### config.mk
export PLATFORM = sky130hd
export DESIGN_NAME = if_fetch
export DESIGN_NICKNAME = d
export VERILOG_FILES = /design/src/rtl/if_fetch_pkg.sv /design/src/rtl/if_fetch.sv
export SDC_FILE = /design/constraint.sdc
export NUM_CORES = 1
export LEC_CHECK = 0
export CORE_MARGIN = 3
export CORE_UTILIZATION = 52
export CTS_CLUSTER_DIAMETER = 200
export CTS_CLUSTER_SIZE = 24
export DETAILED_ROUTE_END_ITERATION = 16
export GPL_TIMING_DRIVEN = 0
export HOLD_SLACK_MARGIN = 0.03
export PLACE_DENSITY = 0.87
export SYNTH_ARGS = -nofsm -noshare
export SYNTH_HDL_FRONTEND = slang
export SYNTH_SLANG_ARGS = --single-unit
### constraint.sdc
create_clock -name clk -period 6.32 [get_ports clk]
set_input_delay 0.948 -clock clk [delete_from_list [all_inputs] [get_ports clk]]
set_output_delay 0.948 -clock clk [all_outputs]
set_load 0.02 [all_outputs]
### src/rtl/if_fetch_pkg.sv
// Shared types and constants for the instruction-fetch stage.
package if_fetch_pkg;

  typedef enum logic [1:0] {
    S_IDLE  = 2'd0,
    S_BUSY  = 2'd1,
    S_DRAIN = 2'd2,
    S_HOLD  = 2'd3
  } state_e;

  localparam int PC_INCR   = 4;
  localparam int STALL_BIT = 0;
  localparam int FLUSH_BIT = 1;

endpackage

### src/rtl/if_fetch.sv
// Instruction fetch: drives Wishbone classic reads at the PC and hands
// acknowledged words to the IF/ID register, honouring stall and flush.
module if_fetch
  import if_fetch_pkg::*;
#(
  parameter logic [31:0] PC_ADDR    = 32'h8000_0000,
  parameter int          ADDR_WIDTH = 32,
  parameter int          DATA_WIDTH = 32
) (
  input  logic                  clk,
  input  logic                  reset,
  input  logic [1:0]            pc_stall_and_flush,
  input  logic [ADDR_WIDTH-1:0] branch_target,
  output logic                  im_o,
  output logic                  if_valid_o,
  output logic [ADDR_WIDTH-1:0] if_pc_o,
  output logic [DATA_WIDTH-1:0] if_instr_o,
  output logic                  wb_cyc_o,
  output logic                  wb_stb_o,
  output logic [ADDR_WIDTH-1:0] wb_adr_o,
  output logic [3:0]            wb_sel_o,
  output logic                  wb_we_o,
  input  logic [DATA_WIDTH-1:0] wb_dat_i,
  input  logic                  wb_ack_i
);

  localparam logic [ADDR_WIDTH-1:0] RST_PC = ADDR_WIDTH'(PC_ADDR);
  localparam logic [ADDR_WIDTH-1:0] INCR   = ADDR_WIDTH'(PC_INCR);

  state_e                state_q;
  logic [ADDR_WIDTH-1:0] pc_q, req_adr_q;
  logic [DATA_WIDTH-1:0] hold_instr_q;

  logic                  stall, flush;
  logic [ADDR_WIDTH-1:0] tgt, pc_inc;

  assign stall  = pc_stall_and_flush[STALL_BIT];
  assign flush  = pc_stall_and_flush[FLUSH_BIT];
  // Redirect targets are forced word-aligned.
  assign tgt    = branch_target & ~ADDR_WIDTH'(3);
  assign pc_inc = pc_q + INCR;

  always_ff @(posedge clk or negedge reset) begin
    if (!reset) begin
      state_q      <= S_IDLE;
      pc_q         <= RST_PC;
      req_adr_q    <= RST_PC;
      hold_instr_q <= '0;
    end else begin
      case (state_q)
        S_IDLE: begin
          state_q <= S_BUSY;
          if (flush) begin
            pc_q      <= tgt;
            req_adr_q <= tgt;
          end else begin
            req_adr_q <= pc_q;
          end
        end
        S_BUSY: begin
          if (wb_ack_i) begin
            if (flush) begin
              pc_q      <= tgt;
              req_adr_q <= tgt;
            end else if (!stall) begin
              pc_q      <= pc_inc;
              req_adr_q <= pc_inc;
            end else begin
              hold_instr_q <= wb_dat_i;
              state_q      <= S_HOLD;
            end
          end else if (flush) begin
            // Bus cycle cannot be abandoned; finish it and discard the data.
            pc_q    <= tgt;
            state_q <= S_DRAIN;
          end
        end
        S_DRAIN: begin
          if (flush) pc_q <= tgt;
          if (wb_ack_i) begin
            req_adr_q <= flush ? tgt : pc_q;
            state_q   <= S_BUSY;
          end
        end
        S_HOLD: begin
          if (flush) begin
            pc_q      <= tgt;
            req_adr_q <= tgt;
            state_q   <= S_BUSY;
          end else if (!stall) begin
            pc_q      <= pc_inc;
            req_adr_q <= pc_inc;
            state_q   <= S_BUSY;
          end
        end
        default: state_q <= S_IDLE;
      endcase
    end
  end

  assign wb_cyc_o   = (state_q == S_BUSY) || (state_q == S_DRAIN);
  assign wb_stb_o   = wb_cyc_o;
  assign wb_adr_o   = req_adr_q;
  assign wb_sel_o   = 4'hF;
  assign wb_we_o    = 1'b0;

  assign im_o       = (state_q == S_IDLE) || (state_q == S_DRAIN) ||
                      ((state_q == S_BUSY) && !wb_ack_i);
  assign if_valid_o = (((state_q == S_BUSY) && wb_ack_i) || (state_q == S_HOLD)) &&
                      !stall && !flush;
  assign if_pc_o    = pc_q;
  assign if_instr_o = (state_q == S_HOLD) ? hold_instr_q : wb_dat_i;

endmodule

==> results of run 1 <==
==> worst reg2reg max path, cell delays in order, from the launching register on <==
cell,delay [ns]
dfrtp_1,0.43
ha_1,0.23
buf_2,0.21
nor2_2,0.48
nand2_1,0.32
and2_1,0.24
clkbuf_1,0.25
clkbuf_1,0.40
a32oi_1,0.27
nand2_1,0.08
==> power by group through the flow <==
stage          Sequential [mW]  Combinational [mW]  Clock [mW]
2_1_floorplan             1.34                1.12           0
3_3_place_gp              1.16                2.23           0
3_5_place_dp              1.18                2.27           0
4_1_cts                   1.17                2.29       0.601
5_1_grt                   1.21                2.45       0.627
6_report                  1.18                2.31       0.597
==> registers in the layout, summed over array words and instances (netlist names) <==
| signal | cells |
|---|---|
| wb_adr_o | 32 |
| hold_instr_q | 32 |
| if_pc_o | 32 |
| state_q | 2 |
==> cell type report <==
cell class,instances,area (um^2),share of cell area (%)
Clock inverter,5,77.6,0.965
Buffer,54,253,3.14
Clock buffer,11,243,3.02
Tap cell,140,175,2.18
Inverter,11,41.3,0.514
Timing Repair Buffer,165,1670,20.7
Multi-Input combinational cell,453,3130,38.9
Sequential cell,98,2450,30.5
==> metal layers <==
metal,vias up,global-route usage (%),wire (um)
met5,-,0,0
met4,0,13.9,770
met3,73,9.76,2360
met1,2737,38.9,7570
li1,2592,-,-
met2,375,49.9,9190
==> worst paths after layout <==
kind,startpoint,to,cells past startpoint
worst max register to register,state_q[0],if_pc_o[14],9
worst min register to register,wb_adr_o[4],wb_adr_o[4],2
max in group asynchronous,reset,wb_adr_o[31],2
min in group asynchronous,reset,wb_adr_o[7],1
worst min-delay path,wb_adr_o[4],wb_adr_o[4],2
worst max-delay path,pc_stall_and_flush[1],if_valid_o,5
==> cells in the final DEF, fill, tap and decap left out, types with 11 or more instances in the layout <==
| cell type | count |
|---|---|
| clkdlybuf4s50_1 | 163 |
| dfrtp_1 | 96 |
| mux2_2 | 68 |
| nand2_1 | 50 |
| nor2_1 | 45 |
| a21oi_1 | 39 |
| o21ai_0 | 34 |
| nand3_1 | 29 |
| clkbuf_1 | 22 |
| buf_2 | 16 |
| o22ai_1 | 15 |
| nand4_1 | 13 |
| xor2_1 | 13 |
| xnor2_1 | 13 |
| inv_1 | 11 |
| a31oi_1 | 11 |
==> cells by family (layout without fill, tap and decap cells) <==
group | after synthesis | count (layout)
xor gates and xnor gates | 26 | 26
AOI/OAI and AO/OA | 152 | 152
other | 2 | 5
and+or+nand+nor | 189 | 189
adders and majority gates | 5 | 5
buffers and inverters | 65 | 246
DFF | 98 | 98
muxes | 76 | 76
==> flow_metrics.tcl, run 1 <==
set metrics [dict create \
    status "completed" \
    fp.dieW_um 112 \
    crit_slowest_cell "clkbuf_1" \
    ctsHoldBuffers 0 \
    ys.flop_type "dfrtp_1" \
    synthDistinctLibCells 56 \
    ff2ff_setup_slack_ns 3.30 \
    hpwl_um 14300 \
    synth_most_common_cell "dfrtp_1" \
    ant_nets 0 \
    critPathRequiredTime_ns 5.37 \
    synth-seq-cells 98 \
    grt_pass1_vias 5846 \
    drc_errors 0 \
    fill_cells 824 \
    p_int_mw 2.31 \
    clock_skew_ns 0.0106 \
    p_sw_mw 1.78 \
    rsz0062_at_grt "no" \
    instances_no_fill 937 \
    synth-xor-area-share_pct 3.88 \
    finish.net_count 866 \
    wirelength_um 19900 \
    max_clock_freq_ghz 0.239 \
    dieArea_um2 12600 \
    fin_hold_ws_ns 0.481 \
    slew_headroom_pct 16.4 \
    ys_seq_area_share_pct 41.9 \
    postSynthCellCount 613 \
    setup_tns_ns 0 \
    numCtsBuffers 9 \
    io_pins 174 \
    htree_levels 3 \
    syn_avg_cell_area_um2 9.57 \
    n_antenna_cell 0 \
    core_region_area_um2 10900 \
    cts_resized 0 \
    arrival_ns 3.23 \
    track_usage_pct 31.2 \
    cts_tree "built" \
    netlist_area_um2 5870 \
    overflow 0 \
    place_congestion 0.923 \
    synth_edf_count 0 \
    fin_crit_sh_pct 66.2 \
    setup_violations 0 \
    synth_top_family_by_area "simple AND/OR/NAND/NOR gates" \
    yosys.area_share.adder_pct 1.07 \
    power_mw 4.09 \
    die_y_um 112 \
    power_frac_seq_pct 28.8 \
    path_buf_inv 4 \
    cap_violations 0 \
    combPwrFrac_pct 56.6 \
    grt_max_degree 72 \
    dp_cells 921 \
    clkPwrFrac_pct 14.6 \
    p_leak_nw 3.22 \
    synthSimpleGateAreaFrac_pct 17.0 \
    swShare_pct 43.6 \
    grt_antenna_before_repair 0 \
    drv_slew 0 \
    cts.sink_count 98 \
    setup_ws_ns 2.14 \
    path_clk_slew_ns 0.07 \
    cts_max_path_buffers 2 \
    post_drt_wl_per_cell_um 21.2 \
    grt_pass1_wl_um 31100 \
    final_area_um2 8040 \
    syn2layout_area_growth_pct 37.1 \
    async_flop_share_pct 100 \
    fin_util_pct 73.5 \
    num_rows 38 \
    crit_chain "clkbuf_1 -> buf_1 -> clkbuf_1 -> nor3_1 -> clkdlybuf4s50_1" \
    vias 5777 \
    tightest_slew_ns 1.24 \
    port_buffers 164 \
    powerDensity_nw_per_um2 509 \
    crit_type "primary input to output port" \
    yosys.area.top_type_share_pct 41.0 \
    ctsRootBufferMaster "clkbuf_16" \
    slowest_delay_ns 0.66 \
    drt_iter0_drc 621 \
    post_cts_buffers 0 \
    drive_gt1_share_pct 15.8 \
    start_util_pct 53.6 \
    ys_warn_count 0 \
    worstSetupStartpointType "primary input" \
    yosys-top-cells-count "dfrtp_1, mux2_2, nand2_1, nor2_1, a21oi_1" \
    timing.final.hold_violations 0 \
    synth_area_leaders "dfrtp_1, mux2_2, a21oi_1" \
    crit_top_cell "clkbuf_1" \
    clkLatencyLatePin_ns 0.35 \
    post-place-ws_ns 2.23 \
    yosysTopAreaCell "dfrtp_1" \
    ir_drop_mv 0.308 \
    path_max_fanout 10 \
    critical_path.top_delay_family "buffers and inverters" \
    finalCriticalPeriod_ns 4.18 \
    worstSetupEndpointType "output port" \
    dr.pass1.iters 6 \
    routed_via_density 6.17 \
    dpl-instance-area_um2 7720 \
    hold_path.class "flip-flop to flip-flop" \
    synth_compound_area_share_pct 16.7 \
    synthMuxAreaShare_pct 14.4 \
]
Note: power is estimated with default switching activity, not from simulation.
==> run 2, diff against run 1 <==
--- a/config.mk
+++ b/config.mk
@@ -6,13 +6,13 @@
 export NUM_CORES = 1
 export LEC_CHECK = 0
 export CORE_MARGIN = 3
-export CORE_UTILIZATION = 52
+export CORE_UTILIZATION = 48
 export CTS_CLUSTER_DIAMETER = 200
 export CTS_CLUSTER_SIZE = 24
 export DETAILED_ROUTE_END_ITERATION = 16
 export GPL_TIMING_DRIVEN = 0
 export HOLD_SLACK_MARGIN = 0.03
-export PLACE_DENSITY = 0.87
+export PLACE_DENSITY = 0.81
 export SYNTH_ARGS = -nofsm -noshare
 export SYNTH_HDL_FRONTEND = slang
 export SYNTH_SLANG_ARGS = --single-unit
==> constraint.sdc (replaced) <==
create_clock -name clk -period 4.1 [get_ports clk]
set_input_delay 0.615 -clock clk [delete_from_list [all_inputs] [get_ports clk]]
set_output_delay 0.615 -clock clk [all_outputs]
set_load 0.02 [all_outputs]
==> run 2 against run 1 <==
Compared with the run above:
- flip-flop and latch count unchanged
- sequential power rose by 53%
- hold slack lost 0.19 ns
- first-iteration DRC count shrank 20%
- sequential share of layout area about the same
- global-route usage is 1.6 points lower
- non-clock buffer count is the same
- clock skew is 0.00085 ns lower
==> flow_metrics.tcl, run 2 (same netlist as run 1, synthesis figures left out) <==
set metrics [dict create \
    grt_pass1_vias 5811 \
    drive_gt1_share_pct 15.7 \
    path_max_fanout 10 \
    clkPwrFrac_pct 14.2 \
    drc_errors 0 \
    numCtsBuffers 9 \
    dp_cells 924 \
    p_leak_nw 3.22 \
    critPathRequiredTime_ns 3.48 \
    fill_cells 945 \
    powerDensity_nw_per_um2 777 \
    clkLatencyLatePin_ns 0.35 \
    port_buffers 164 \
    slew_headroom_pct 16.2 \
    drt_iter0_drc 494 \
    ir_drop_mv 0.416 \
    timing.final.hold_violations 0 \
    final_area_um2 8030 \
    fp.dieW_um 117 \
    routed_via_density 6.13 \
    final_cell_mix "clkdlybuf4s50_1, dfrtp_1, mux2_2" \
    power_mw 6.24 \
    cap_violations 0 \
    worstSetupEndpointType "output port" \
    rsz0062_at_grt "no" \
    dieArea_um2 13600 \
    p_sw_mw 2.71 \
    grt_pass1_wl_um 30800 \
    n_antenna_cell 0 \
    dpl-instance-area_um2 7720 \
    swShare_pct 43.5 \
    crit_type "primary input to output port" \
    final_common_cell "clkdlybuf4s50_1" \
    cts_tree "built" \
    clock_skew_ns 0.00979 \
    ant_nets 0 \
    startpoint "pc_stall_and_flush[1]" \
    finalCriticalPeriod_ns 3.48 \
    vias 5763 \
    max_clock_freq_ghz 0.288 \
    grt_max_degree 54 \
    ctsRootBufferMaster "clkbuf_16" \
    status "completed" \
    hpwl_um 14400 \
    post-place-ws_ns 0.679 \
    fin_util_pct 68.9 \
    arrival_ns 2.86 \
    die_y_um 117 \
    instances_no_fill 940 \
    p_int_mw 3.53 \
    drv_slew 0 \
    power_frac_seq_pct 29.1 \
    grt_antenna_before_repair 0 \
    place_congestion 0.961 \
    fin_crit_sh_pct 84.8 \
    io_pins 174 \
    worstSetupStartpointType "primary input" \
    fin_hold_ws_ns 0.288 \
    syn2layout_area_growth_pct 36.9 \
    cts.sink_count 98 \
    tightest_slew_ns 1.25 \
    cts_resized 0 \
    overflow 0 \
    hold_path.class "primary input to asynchronous set/reset pin" \
    ctsHoldBuffers 0 \
    setup_ws_ns 0.623 \
    setup_violations 0 \
    post_drt_wl_per_cell_um 21.1 \
    track_usage_pct 29.6 \
    dr.pass1.iters 5 \
    finish.net_count 866 \
    r2r-start "state_q[0]" \
    htree_levels 3 \
    start_util_pct 50.3 \
    post_cts_buffers 0 \
    path_clk_slew_ns 0.07 \
    wirelength_um 19800 \
    combPwrFrac_pct 56.8 \
    num_rows 39 \
    cts_max_path_buffers 2 \
    core_region_area_um2 11700 \
    setup_tns_ns 0 \
]
run 2: worst paths after layout:
path	slack (ns)	endpoint	cells after the start
max	0.62	if_valid_o	5
min	0.29	wb_adr_o[3]	1
max reg2reg	1.23	if_pc_o[9]	9
min reg2reg	0.49	wb_adr_o[4]	2
max in group asynchronous	3.07	wb_adr_o[31]	2
min in group clk	0.49	wb_adr_o[4]	2
run 2: cell type report:
type                       count  area (um^2)  share of cell area [%]
buffer                        54          253                    3.15
clock buffer                  14          274                    3.41
clock inverter                 2         35.0                   0.436
inverter                      11         41.3                   0.514
multi-input combinational    453         3130                    38.9
sequential                    98         2450                    30.6
tap                          143          179                    2.23
timing repair buffer         165         1670                    20.8
run 2: worst max-delay path, stage by stage:
cell and delay (ns):
clkbuf_1 0.32, buf_1 0.58, clkbuf_1 0.63, nor3_1 0.12, clkdlybuf4s50_1 0.60
run 2: layer usage:
metal,share of wire (%),GRT usage [%],vias to the layer above,wire [um]
met4,3.5,14.0,0,691
met5,0,0,-,0
met1,37,36.9,2727,7420
li1,-,-,2587,-
met2,48,47.9,387,9520
met3,11,7.82,62,2200
run 2: power by group through the flow:
stage	Combinational (mW)	Clock (mW)	Sequential, mW
final	3.54	0.883	1.81
after floorplan	1.72	0	2.06
after detailed placement	3.50	0	1.82
after global placement	3.43	0	1.79
after CTS	3.52	0.900	1.81
after global routing	3.76	0.940	1.88
